[src/rtl/core_store_buffer.sv]
// Posted-write store buffer between core and system bus: circular FIFO of writes,
// reads gated until the buffer drains, or past non-matching words with `STORE_BUF_BYPASS_EN.
module core_store_buffer #(
  parameter int DEPTH = 4
) (
  input  logic        clk,
  input  logic        rst_n,
  input  logic        s_rd_req,
  output logic        s_rd_gnt,
  input  logic [3:0]  s_rd_be,
  input  logic [31:0] s_rd_addr,
  output logic [31:0] s_rd_data,
  input  logic        s_wr_req,
  output logic        s_wr_gnt,
  input  logic [3:0]  s_wr_be,
  input  logic [31:0] s_wr_addr,
  input  logic [31:0] s_wr_data,
  output logic        m_rd_req,
  input  logic        m_rd_gnt,
  output logic [3:0]  m_rd_be,
  output logic [31:0] m_rd_addr,
  input  logic [31:0] m_rd_data,
  output logic        m_wr_req,
  input  logic        m_wr_gnt,
  output logic [3:0]  m_wr_be,
  output logic [31:0] m_wr_addr,
  output logic [31:0] m_wr_data,
  output logic        o_empty,
  output logic [4:0]  o_count
);

  localparam int PW = $clog2(DEPTH);

  logic [PW-1:0] wr_ptr;
  logic [PW-1:0] rd_ptr;
  logic [4:0]    count;
  logic [31:0]   addr_q [DEPTH];
  logic [3:0]    be_q   [DEPTH];
  logic [31:0]   data_q [DEPTH];

  logic full;
  logic push;
  logic pop;
  logic rd_cond;
  logic rd_allowed;

  assign full = (count == 5'(DEPTH));
  assign push = s_wr_req & ~full;
  assign pop  = (count != 5'd0) & m_wr_gnt;

  always_ff @(posedge clk or negedge rst_n) begin
    if (!rst_n) begin
      wr_ptr <= '0;
      rd_ptr <= '0;
      count  <= '0;
    end else begin
      if (push) wr_ptr <= wr_ptr + 1'b1;
      if (pop)  rd_ptr <= rd_ptr + 1'b1;
      case ({push, pop})
        2'b10:   count <= count + 5'd1;
        2'b01:   count <= count - 5'd1;
        default: count <= count;
      endcase
    end
  end

  // Entry storage carries no reset; occupancy alone decides which slots are live.
  always_ff @(posedge clk) begin
    if (push) begin
      addr_q[wr_ptr] <= s_wr_addr;
      be_q[wr_ptr]   <= s_wr_be;
      data_q[wr_ptr] <= s_wr_data;
    end
  end

`ifdef STORE_BUF_BYPASS_EN
  logic hazard;

  // Word-granular match against every live entry, walking from the head.
  always_comb begin
    hazard = 1'b0;
    for (int k = 0; k < DEPTH; k++) begin
      if ((5'(k) < count) && (addr_q[rd_ptr + PW'(k)][31:2] == s_rd_addr[31:2]))
        hazard = 1'b1;
    end
  end

  assign rd_cond = ~hazard;
`else
  assign rd_cond = (count == 5'd0);
`endif

  // rst_n gating keeps the read channel quiet while reset is held.
  assign rd_allowed = rst_n & s_rd_req & ~s_wr_req & rd_cond;

  assign m_rd_req  = rd_allowed;
  assign m_rd_addr = s_rd_addr;
  assign m_rd_be   = s_rd_be;
  assign s_rd_gnt  = m_rd_gnt & rd_allowed;
  assign s_rd_data = m_rd_data;

  assign s_wr_gnt  = ~full;
  assign m_wr_req  = (count != 5'd0);
  assign m_wr_addr = addr_q[rd_ptr];
  assign m_wr_be   = be_q[rd_ptr];
  assign m_wr_data = data_q[rd_ptr];

  assign o_empty = (count == 5'd0);
  assign o_count = count;

endmodule

[config.mk]
export PLATFORM = sky130hd
export DESIGN_NAME = core_store_buffer
export DESIGN_NICKNAME = d
export VERILOG_FILES = /design/src/rtl/core_store_buffer.sv
export SDC_FILE = /design/constraint.sdc
export NUM_CORES = 1
export LEC_CHECK = 0
export ABC_AREA = 1
export BUFFER_PORTS_ARGS = -buffer_cell sky130_fd_sc_hd__buf_2
export CORE_ASPECT_RATIO = 1.1
export CORE_MARGIN = 2
export CORE_UTILIZATION = 47
export CTS_CLUSTER_DIAMETER = 150
export DETAILED_ROUTE_END_ITERATION = 8
export HOLD_SLACK_MARGIN = 0.03
export PLACE_DENSITY = 0.78
export SLEW_MARGIN = 20
export SYNTH_ARGS = -nofsm -noshare
export SYNTH_HDL_FRONTEND = slang
export SYNTH_SLANG_ARGS = --single-unit
[constraint.sdc]
create_clock -name clk -period 4.6 [get_ports clk]
set_input_delay 0.92 -clock clk [delete_from_list [all_inputs] [get_ports clk]]
set_output_delay 0.92 -clock clk [all_outputs]
set_load 0.03 [all_outputs]
==> results by group, run 1 <==
STA
  – Setup TNS: 0 ns
  – Fin. Hold Viols: 0
  – Clock Skews: 0.00914 ns
  – Final setup fails: 0
  – Period utilization: 82.8%
  – Slew @ Worst Pin: 0.872 ns
  – Relative slew slack: roughly two fifths
  – Fmax: about 260 MHz
  – RSZ-0062 raised after global routing: false
  – Tmin final: 3.81 ns
  – Max Transition Viols Final: 0

Routing
  – # DRC: 0
  – Vias per cell: 5.50
  – Iteration-0 DRC Markers: 467
  – Pre-antenna DRT Iters: 5
  – Routed wire per std cell: ~21 um
  – Final WL: roughly 26 mm
  – Vias: 6728
  – Post-route ant nets: 0

Global route
  – First-pass GRT wire length: 38.9 mm
  – Pin count of the biggest net entering global routing: 75
  – Grt ovf: 0
  – GRT Util Overall: 20.5%
  – Initial antenna violation count: 5
  – Vias in the first global route: 6733

Flow run
  – Max-capacitance violation count: 0

Run status
  – Outcome: finished, final reports clean

Cells and area
  – Fraction of layout cells with a size suffix above 1: 23.0%
  – Commonest non-fill, non-tap cell in the layout: edfxtp_1
  – Register area: approximately 0.0084 mm2
  – Core Util, Final: 53.6%
  – Multi-input logic area: 0.00201 mm2
  – Layout filler cell count: around 1900
  – Commonest non-fill, non-tap cells in the layout: 272 x edfxtp_1, 151 x buf_2, 141 x nor2_1
  – Layout Nets: 1048
  – Area Growth Syn to Fin: 12.7%

Critical path
  – Critical Path RT: 3.68 ns
  – Register-to-register setup slack: 1.87 ns
  – Critical path endpoint category: output port
  – Kind of start point of the critical path: flop
  – Worst Setup Path Type: reg2out
  – CP Max Fanout: 74
  – Worst Path Arrival: 2.89 ns

Place
  – Final Wtd Congestion: about 0.77
  – IO buf count: 151
  – Placed wire-length estimate: 16.3 mm

Synth
  – Syn Nets: slightly below 1000
  – Sequential element share of the synthesized area: 75.0%
  – Distinct cells, synth: 24
  – Top-area cell type share of the netlist area: 73.0%
  – Syn Area/Cell: 13.7 um2
  – Yosys warning count: 0
  – Synthesized area: about 0.011 mm2
  – Syn Inst Count: around 800
  – Synth top area cells: edfxtp_1 73%, buf_4 5.4%, nor2_1 4.9%
  – Cell type with the largest total area after synthesis: edfxtp_1
  – Yosys reg bits: 281

Clocking
  – TritonCTS clock tree: yes
  – Root buf cell: clkbuf_16
  – Max clock buf depth: 3
  – H-tree depth: 1
  – PostCTS Resize Cnt: 0
  – CTS Sinks: 281
  – Clock transition at the registers of the reported paths: 0.06 ns
  – CTS Hold Bufs: 0
  – Clock latency at the later pin of the worst-skew pair: 0.52 ns
  – Setup bufs post-CTS: 0
  – Cts bufs inserted: 26

Die
  – Die X: 151 um
  – Starting Density: between 40% and 50%
  – Cell Rows: 59
  – Placeable Area: 0.0235 mm2
  – Area of the die: 0.0251 mm2
  – Num ports: about 290
  – Die Y: around 170 um

Power
  – Pwr dens: 730 mW/mm2
  – Peak supply drop: about 0.52 mV
  – Leakage: 0.00450 uW

Min path
  – Hold Crit Class: in2async
==> worst max-delay path, stage by stage (launching register included) <==
cell     delay [ns]
dfrtp_4        0.85
buf_4          0.67
o21ai_0        0.24
o22ai_1        0.24
buf_2          0.23
==> area by class of cell <==
class                   instances  area share (%)
clock buffers                  32            5.50
repair buffers                165            7.12
diodes                          3          0.0595
clock inverters                15            1.19
multi-input cells             403            15.9
flip-flops and latches        281            66.6
inverters                      20           0.615
well taps                     305            3.02
==> cell families after synthesis <==
logic type,share of synthesized area [%]
DFF,75.0
xor gates and xnor gates,0.157
and+or+nand+nor,6.48
AOI/OAI and AO/OA,9.98
adders and majority gates,1.07
buffers and inverters,7.33
==> power breakdown <==
group	leakage (uW)	total [uW]	switching (uW)	internal, uW
Sequential	0.00260	3610	253	3350
Combinational	0.00148	3490	2560	929
Clock	0.000414	2120	882	1240
Total	0.00450	9220	3700	5520
==> flip-flops by register name, indices dropped and copies added (netlist names) <==
| register | flops |
|---|---|
| data_q | 128 |
| rd_ptr | 2 |
| addr_q | 128 |
| wr_ptr | 2 |
| o_count | 5 |
| be_q | 16 |
==> cells in the mapped netlist <==
library cell / instances
buf_1: 1
dfrtp_1: 9
nor3b_1: 1
o21ai_1: 61
nand3_1: 8
or2_2: 2
nor2_1: 145
xor2_1: 1
clkbuf_2: 2
inv_1: 18
buf_2: 9
xnor2_1: 1
clkbuf_1: 18
o21ai_0: 76
edfxtp_1: 272
buf_4: 81
nand4_1: 2
nand3b_1: 1
fa_1: 1
inv_2: 2
buf_6: 1
nand2_1: 27
o22ai_1: 69
ha_1: 8
==> worst paths after layout <==
check	cells past startpoint	endpoint	from
worst max-delay path	4	m_wr_addr[13]	rd_ptr[0]
worst min-delay path	1	o_count[2]	rst_n
worst max register to register	12	o_count[4]	o_count[0]
worst min register to register	2	wr_ptr[1]	wr_ptr[1]
max in group asynchronous	1	rd_ptr[0]	rst_n
min in group clk	2	wr_ptr[1]	wr_ptr[1]
==> metal layers <==
layer  up-vias  part of all wire (%)  global-route usage, %
met5         -                     0                      0
met4         0                   7.1                   13.9
met3       119                    10                   6.70
met2       278                    47                   32.7
met1      3228                    35                   23.4
li1       3103                     -                      -
==> stage by stage <==
step / hold slack [ns] / setup WS (ns) / cells / power, uW / cell area (um2)
2_1_floorplan: 0.492 / 0.00683 / 816 / 6210 / 11200
3_3_place_gp: 0.524 / 1.39 / 1174 / 7090 / 11800
3_5_place_dp: 0.529 / 1.39 / 1174 / 7160 / 11800
4_1_cts: 0.246 / 0.796 / 1221 / 9280 / 12600
5_1_grt: 0.254 / 0.603 / 1223 / 9670 / 12600
6_report: 0.259 / 0.790 / 1224 / 9220 / 12600
(Power assumes the default switching activity.)
==> run 2, diff against run 1 <==
Clock period 4.6 ns to 3.7 ns, I/O delays scaled along.
==> run 2 against run 1 <==
Net effect: clock power up 31%; sequential power rose by 22%; count of clock-buffer cells in the layout shrank 1; via count decreased by 0.51%; wire length decreased by 4.5%; combinational power increased by 28%; die area did not move; sequential share of layout area decreased by 0.60 points; critical path depth increased by 1; critical endpoint is now m_wr_addr[29]; highest routed layer is now met5.
==> results by group, run 2 (synthesis gave the netlist of run 1 again) <==
Clocking
  – CTS Hold Bufs: 0 (unchanged)
  – TritonCTS clock tree: yes (unchanged)
  – Max clock buf depth: 3 (unchanged)
  – Cts bufs inserted: 27 (was 26)
  – H-tree depth: 1 (unchanged)
  – Root buf cell: clkbuf_16 (unchanged)
  – Setup bufs post-CTS: 0 (unchanged)
  – CTS Sinks: 281 (unchanged)
  – PostCTS Resize Cnt: 0 (unchanged)
  – Clock transition at the registers of the reported paths: 0.07 ns (was 0.06 ns)
  – Clock latency at the later pin of the worst-skew pair: 0.53 ns (was 0.52 ns)

Critical path
  – Critical path endpoint category: output port (unchanged)
  – Register-to-register setup slack: 1.08 ns (was 1.87 ns)
  – CP peak stage delay: 0.65 ns (was 0.85 ns)
  – Kind of start point of the critical path: flop (unchanged)
  – CP Buf/Inv Count: 3 (was 2)
  – CP startpoint: rd_ptr[0] (unchanged)
  – End of the worst register-to-register path: o_count[4] (unchanged)
  – Critical path's slowest cell: dfrtp_4 (unchanged)
  – Worst-path cell chain: inv_4 -> buf_4 -> nor2_1 -> o22ai_1 -> buf_2 (was buf_4 -> o21ai_0 -> o22ai_1 -> buf_2)
  – Worst Setup Path Type: reg2out (unchanged)
  – R2r startpoint: o_count[0] (unchanged)
  – Stages on worst setup path: 5 (was 4)
  – Top delay family on crit path: buffers and inverters (unchanged)
  – Worst setup path endpoint: m_wr_addr[29] (was m_wr_addr[13])
  – CP Max Fanout: 47 (was 74)
  – Critical Path RT: 2.96 ns (was 3.68 ns)
  – Depth of the worst register-to-register path: 12 (unchanged)
  – Worst Path Arrival: 2.55 ns (was 2.89 ns)

Place
  – Area post-placement: 0.0118 mm2 (about the same)
  – Placed wire-length estimate: 15.6 mm (was 16.3 mm)
  – Worst slack, placed: 0.971 ns (was 1.39 ns)
  – Final Wtd Congestion: 0.787 (was 0.772)
  – IO buf count: 151 (unchanged)

STA
  – Fin. Hold Viols: 0 (unchanged)
  – RSZ-0062 raised after global routing: false (unchanged)
  – Slew @ Worst Pin: 0.577 ns (was 0.872 ns)
  – Relative slew slack: 61.5% (was 41.7%)
  – Period utilization: between 80% and 90%
  – Final setup fails: 0 (unchanged)
  – Tmin final: 3.29 ns
  – Final Hold Slack: 0.0582 ns (was 0.259 ns)
  – Max Transition Viols Final: 0 (unchanged)
  – Fmax: around 300 MHz
  – Clock Skews: 0.0262 ns (was 0.00914 ns)
  – Final WS setup: 0.406 ns (was 0.790 ns)

Cells and area
  – Core Util, Final: 54.1% (was 53.6%)
  – Layout filler cell count: 1818 (was 1869)
  – Area Growth Syn to Fin: 13.7% (was 12.7%)
  – Commonest non-fill, non-tap cell in the layout: edfxtp_1 (unchanged)
  – Layout Nets: 1051 (was 1048)
  – Fraction of layout cells with a size suffix above 1: 24.0% (was 23.0%)
  – Commonest non-fill, non-tap cells in the layout: 272 x edfxtp_1, 151 x buf_2, 141 x nor2_1 (unchanged)
  – Biggest regs: addr_q: 128 flops, data_q: 128 flops, be_q: 16 flops (unchanged)
  – Post-Layout Inst Area: 0.0127 mm2 (was 0.0126 mm2)

Global route
  – Pin count of the biggest net entering global routing: 69 (was 75)
  – Vias in the first global route: 6606 (was 6733)
  – Grt met1 use: 21.7% (was 23.4%)
  – First-pass GRT wire length: 37.2 mm (was 38.9 mm)
  – Initial antenna violation count: 5 (unchanged)
  – Met3 GRT Util: 5.22% (was 6.70%)
  – Met2 Use GR: 34.5% (was 32.7%)
  – GRT Max-Usage Layer: met2 (unchanged)
  – Grt ovf: 0 (unchanged)
  – GRT Util Overall: 19.8% (was 20.5%)

Routing
  – # DRC: 0 (unchanged)
  – Post-route ant nets: 0 (unchanged)
  – Vias per cell: 5.45 (was 5.50)
  – Routed wire per std cell: 20.4 um (was 21.5 um)
  – Vias: 6694 (was 6728)
  – Iteration-0 DRC Markers: 466 (was 467)
  – Final WL: 25.1 mm (was 26.3 mm)
  – Pre-antenna DRT Iters: 5 (unchanged)

Die
  – Area of the die: 0.0251 mm2 (unchanged)
  – Die X: 151 um (unchanged)
  – Placeable Area: 0.0235 mm2 (unchanged)
  – Cell Rows: 59 (unchanged)
  – Die Y: 166 um (unchanged)
  – Starting Density: 47.5% (unchanged)
  – Num ports: 288 (unchanged)

Flow run
  – Max-capacitance violation count: 0 (unchanged)

Run status
  – Outcome: finished, final reports clean (unchanged)

Power
  – Peak supply drop: 0.607 mV (was 0.525 mV)
  – Pwr dens: 912 mW/mm2 (was 730 mW/mm2)
  – Leakage: 0.00454 uW (was 0.00450 uW)

Min path
  – Hold Crit Class: in2async (unchanged)
[run 2: cell type report]
class / instances / area (um2) / area share [%]
inverters: 20 / 77.6 / 0.609
multi-input cells: 403 / 2010 / 15.8
clock inverters: 18 / 206 / 1.62
repair buffers: 167 / 938 / 7.37
flip-flops and latches: 281 / 8400 / 66.0
diodes: 4 / 10.0 / 0.0786
well taps: 305 / 382 / 3.00
clock buffers: 31 / 711 / 5.58
[run 2: worst min-delay path by stage]
stage / start / end / slack (ns)
after floorplan: rst_n / o_count[0] / 0.44
final: rst_n / o_count[0] / 0.06
after detailed placement: wr_ptr[0] / wr_ptr[0] / 0.53
after global placement: wr_ptr[1] / wr_ptr[1] / 0.52
after global routing: rst_n / o_count[0] / 0.06
after CTS: rst_n / o_count[0] / 0.05
[run 2: worst reg2reg max path, stage by stage, from the launching register on]
cell and delay, ns:
dfrtp_1 0.44, nor2_1 0.14, nand4_1 0.20, nand2_1 0.43, ha_1 0.35, inv_1 0.11
fa_1 0.37, inv_1 0.08, nand2_1 0.08, nand2_1 0.09, nand3_1 0.09, nand3_1 0.09
nand2_1 0.05
[run 2: layer usage]
| metal | share of wire, % | vias to the layer above |
|---|---|---|
| met5 | 0.052 | - |
| met4 | 5.1 | 2 |
| met3 | 8.9 | 104 |
| met2 | 52 | 246 |
| met1 | 34 | 3239 |
| li1 | - | 3103 |
[run 2: metrics by stage]
stage                     cells  power (uW)  TNS [ns]
after floorplan             816        7730   -242.94
after global placement     1176        8820         0
after detailed placement   1176        8910         0
after CTS                  1225       11700         0
after global routing       1227       12200         0
final                      1229       11600         0
[run 2: power by group]
| part | switching, uW | internal (uW) | leakage, uW | total [uW] |
|---|---|---|---|---|
| logic | 3260 | 1190 | 0.00149 | 4450 |
| clock network | 1110 | 1660 | 0.000448 | 2770 |
| registers | 219 | 4170 | 0.00260 | 4390 |
| total | 4590 | 7020 | 0.00454 | 11600 |
==> run 3, diff against run 2 <==
Settings changed: CORE_MARGIN 2 to 1.
==> run 3 against run 2 <==
Net effect: combinational power decreased by 0.9%; non-clock buffer count down 2; global-route usage up 0.45 points; sequential cell count is the same; design area fell by 0.91%; count of clock-buffer cells in the layout stayed put; wire length fell by 1.3%; maximum frequency is 1.3% lower; critical path type unchanged; critical endpoint is now m_wr_addr[2].
==> results by group, run 3 (synthesis gave the netlist of run 1 again) <==
Global route
  – Grt ovf: 0 (unchanged)
  – Vias in the first global route: 6466 (was 6606)
  – Pin count of the biggest net entering global routing: 71 (was 69)
  – GRT Util Overall: 20.2% (was 19.8%)
  – First-pass GRT wire length: 36.8 mm (was 37.2 mm)
  – Initial antenna violation count: 8 (was 5)

Critical path
  – Depth of the worst register-to-register path: 12 (unchanged)
  – Top delay family on crit path: buffers and inverters (unchanged)
  – CP Buf/Inv Count: 3 (unchanged)
  – Kind of start point of the critical path: flop (unchanged)
  – Worst Setup Path Type: reg2out (unchanged)
  – CP peak stage delay: 0.66 ns (was 0.65 ns)
  – Stages on worst setup path: 5 (unchanged)
  – Critical path's slowest cell: dfrtp_4 (unchanged)
  – Critical Path RT: 2.96 ns (about the same)
  – Critical path endpoint category: output port (unchanged)
  – Worst Path Arrival: 2.60 ns (was 2.55 ns)
  – CP Max Fanout: 53 (was 47)
  – Worst-path cell chain: inv_4 -> buf_12 -> o21ai_0 -> o22ai_1 -> buf_2 (was inv_4 -> buf_4 -> nor2_1 -> o22ai_1 -> buf_2)

STA
  – Final setup fails: 0 (unchanged)
  – Slew @ Worst Pin: 0.790 ns (was 0.577 ns)
  – Fmax: 300 MHz (was 304 MHz)
  – Tmin final: 3.34 ns (was 3.29 ns)
  – Clock Skews: 0.0114 ns (was 0.0262 ns)
  – Period utilization: 90.2% (was 89.0%)
  – Fin. Hold Viols: 0 (unchanged)
  – RSZ-0062 raised after global routing: false (unchanged)
  – Max Transition Viols Final: 0 (unchanged)
  – Relative slew slack: 47.2% (was 61.5%)
  – Setup TNS: 0 ns (unchanged)

Clocking
  – TritonCTS clock tree: yes (unchanged)
  – Clock transition at the registers of the reported paths: 0.06 ns (was 0.07 ns)
  – Cts bufs inserted: 27 (unchanged)
  – Clock latency at the later pin of the worst-skew pair: 0.52 ns (was 0.53 ns)
  – Root buf cell: clkbuf_16 (unchanged)
  – CTS Sinks: 281 (unchanged)
  – PostCTS Resize Cnt: 0 (unchanged)
  – Max clock buf depth: 3 (unchanged)
  – H-tree depth: 1 (unchanged)
  – Setup bufs post-CTS: 0 (unchanged)
  – CTS Hold Bufs: 0 (unchanged)

Power
  – Peak supply drop: 0.648 mV (was 0.607 mV)
  – Leakage: 0.00449 uW (was 0.00454 uW)
  – Sw Pwr: 4550 uW (was 4590 uW)
  – Reg power frac: 38.9% (was 37.8%)
  – Int Power: 6750 uW (was 7020 uW)
  – Total Power: 11300 uW (was 11600 uW)
  – Comb pwr share: 39.0% (was 38.3%)
  – Pwr dens: 896 mW/mm2 (was 912 mW/mm2)
  – Clk pwr share: 22.1% (was 23.9%)
  – Sw Share: 40.3% (was 39.5%)

Place
  – IO buf count: 151 (unchanged)
  – Placed wire-length estimate: 15.7 mm (was 15.6 mm)
  – Final Wtd Congestion: 0.767 (was 0.787)

Flow run
  – Max-capacitance violation count: 0 (unchanged)

Cells and area
  – Layout filler cell count: 1834 (was 1818)
  – Commonest non-fill, non-tap cells in the layout: 272 x edfxtp_1, 151 x buf_2, 141 x nor2_1 (unchanged)
  – Commonest non-fill, non-tap cell in the layout: edfxtp_1 (unchanged)
  – Biggest regs: addr_q: 128 flops, data_q: 128 flops, be_q: 16 flops (unchanged)
  – Fraction of layout cells with a size suffix above 1: 23.4% (was 24.0%)
  – Layout Nets: 1049 (was 1051)
  – Area Growth Syn to Fin: 12.7% (was 13.7%)

Die
  – Die Y: 164 um (was 166 um)
  – Num ports: 288 (unchanged)
  – Die X: 149 um (was 151 um)
  – Cell Rows: 58 (was 59)
  – Starting Density: 48.4% (was 47.5%)
  – Placeable Area: 0.0231 mm2 (was 0.0235 mm2)
  – Area of the die: 0.0244 mm2 (was 0.0251 mm2)

Run status
  – Outcome: finished, final reports clean (unchanged)

Routing
  – Vias per cell: 5.29 (was 5.45)
  – # DRC: 0 (unchanged)
  – Routed wire per std cell: 20.2 um (was 20.4 um)
  – Vias: 6483 (was 6694)
  – Pre-antenna DRT Iters: 5 (unchanged)
  – Post-route ant nets: 0 (unchanged)
  – Iteration-0 DRC Markers: 450 (was 466)
  – Final WL: 24.8 mm (was 25.1 mm)

Min path
  – Hold Crit Class: in2async (unchanged)
-- run 3: per-layer routing --
layer  part of all wire (%)  GRT usage (%)
met1                     36           22.4
met2                     50           34.8
met3                    9.4           6.50
met4                    4.3           10.4
met5                      0              0
-- run 3: per-stage QoR --
step           std cells  util (%)  cell area [um2]  setup WS (ns)  hold WS, ns
2_1_floorplan        816         -            11200         -0.893        0.444
3_3_place_gp        1169      50.9            11800          0.905        0.533
3_5_place_dp        1169      50.9            11800          0.886        0.541
4_1_cts             1217      54.4            12600          0.324       0.0721
5_1_grt             1222      54.5            12600          0.196       0.0738
6_report            1225      54.5            12600          0.361       0.0792
-- run 3: final timing paths --
check / startpoint / end / slack [ns]
hold reg to reg: wr_ptr[0] / wr_ptr[0] / 0.56
setup / recovery: rd_ptr[0] / m_wr_addr[2] / 0.36
setup reg to reg: o_count[0] / o_count[4] / 1.19
max in group asynchronous: rst_n / rd_ptr[0] / 3.40
min in group clk: s_wr_data[14] / data_q[3][14] / 0.43
hold / removal: rst_n / o_count[1] / 0.08
-- run 3: power by group through the flow --
stage | logic, uW | clock network [uW] | registers, uW
finish | 4410 | 2500 | 4390
CTS | 4470 | 2550 | 4390
global route | 4800 | 2670 | 4450
floorplan | 3250 | 0 | 4470
global placement | 4400 | 0 | 4440
detailed placement | 4460 | 0 | 4460
-- run 3: layout make-up --
class	instances	area, um2	share of cell area, %
tap	300	375	2.98
antenna	8	20.0	0.159
clock buffer	31	691	5.47
timing repair buffer	165	923	7.32
multi-input combinational	403	2010	15.9
sequential	281	8400	66.6
clock inverter	17	121	0.962
inverter	20	77.6	0.615
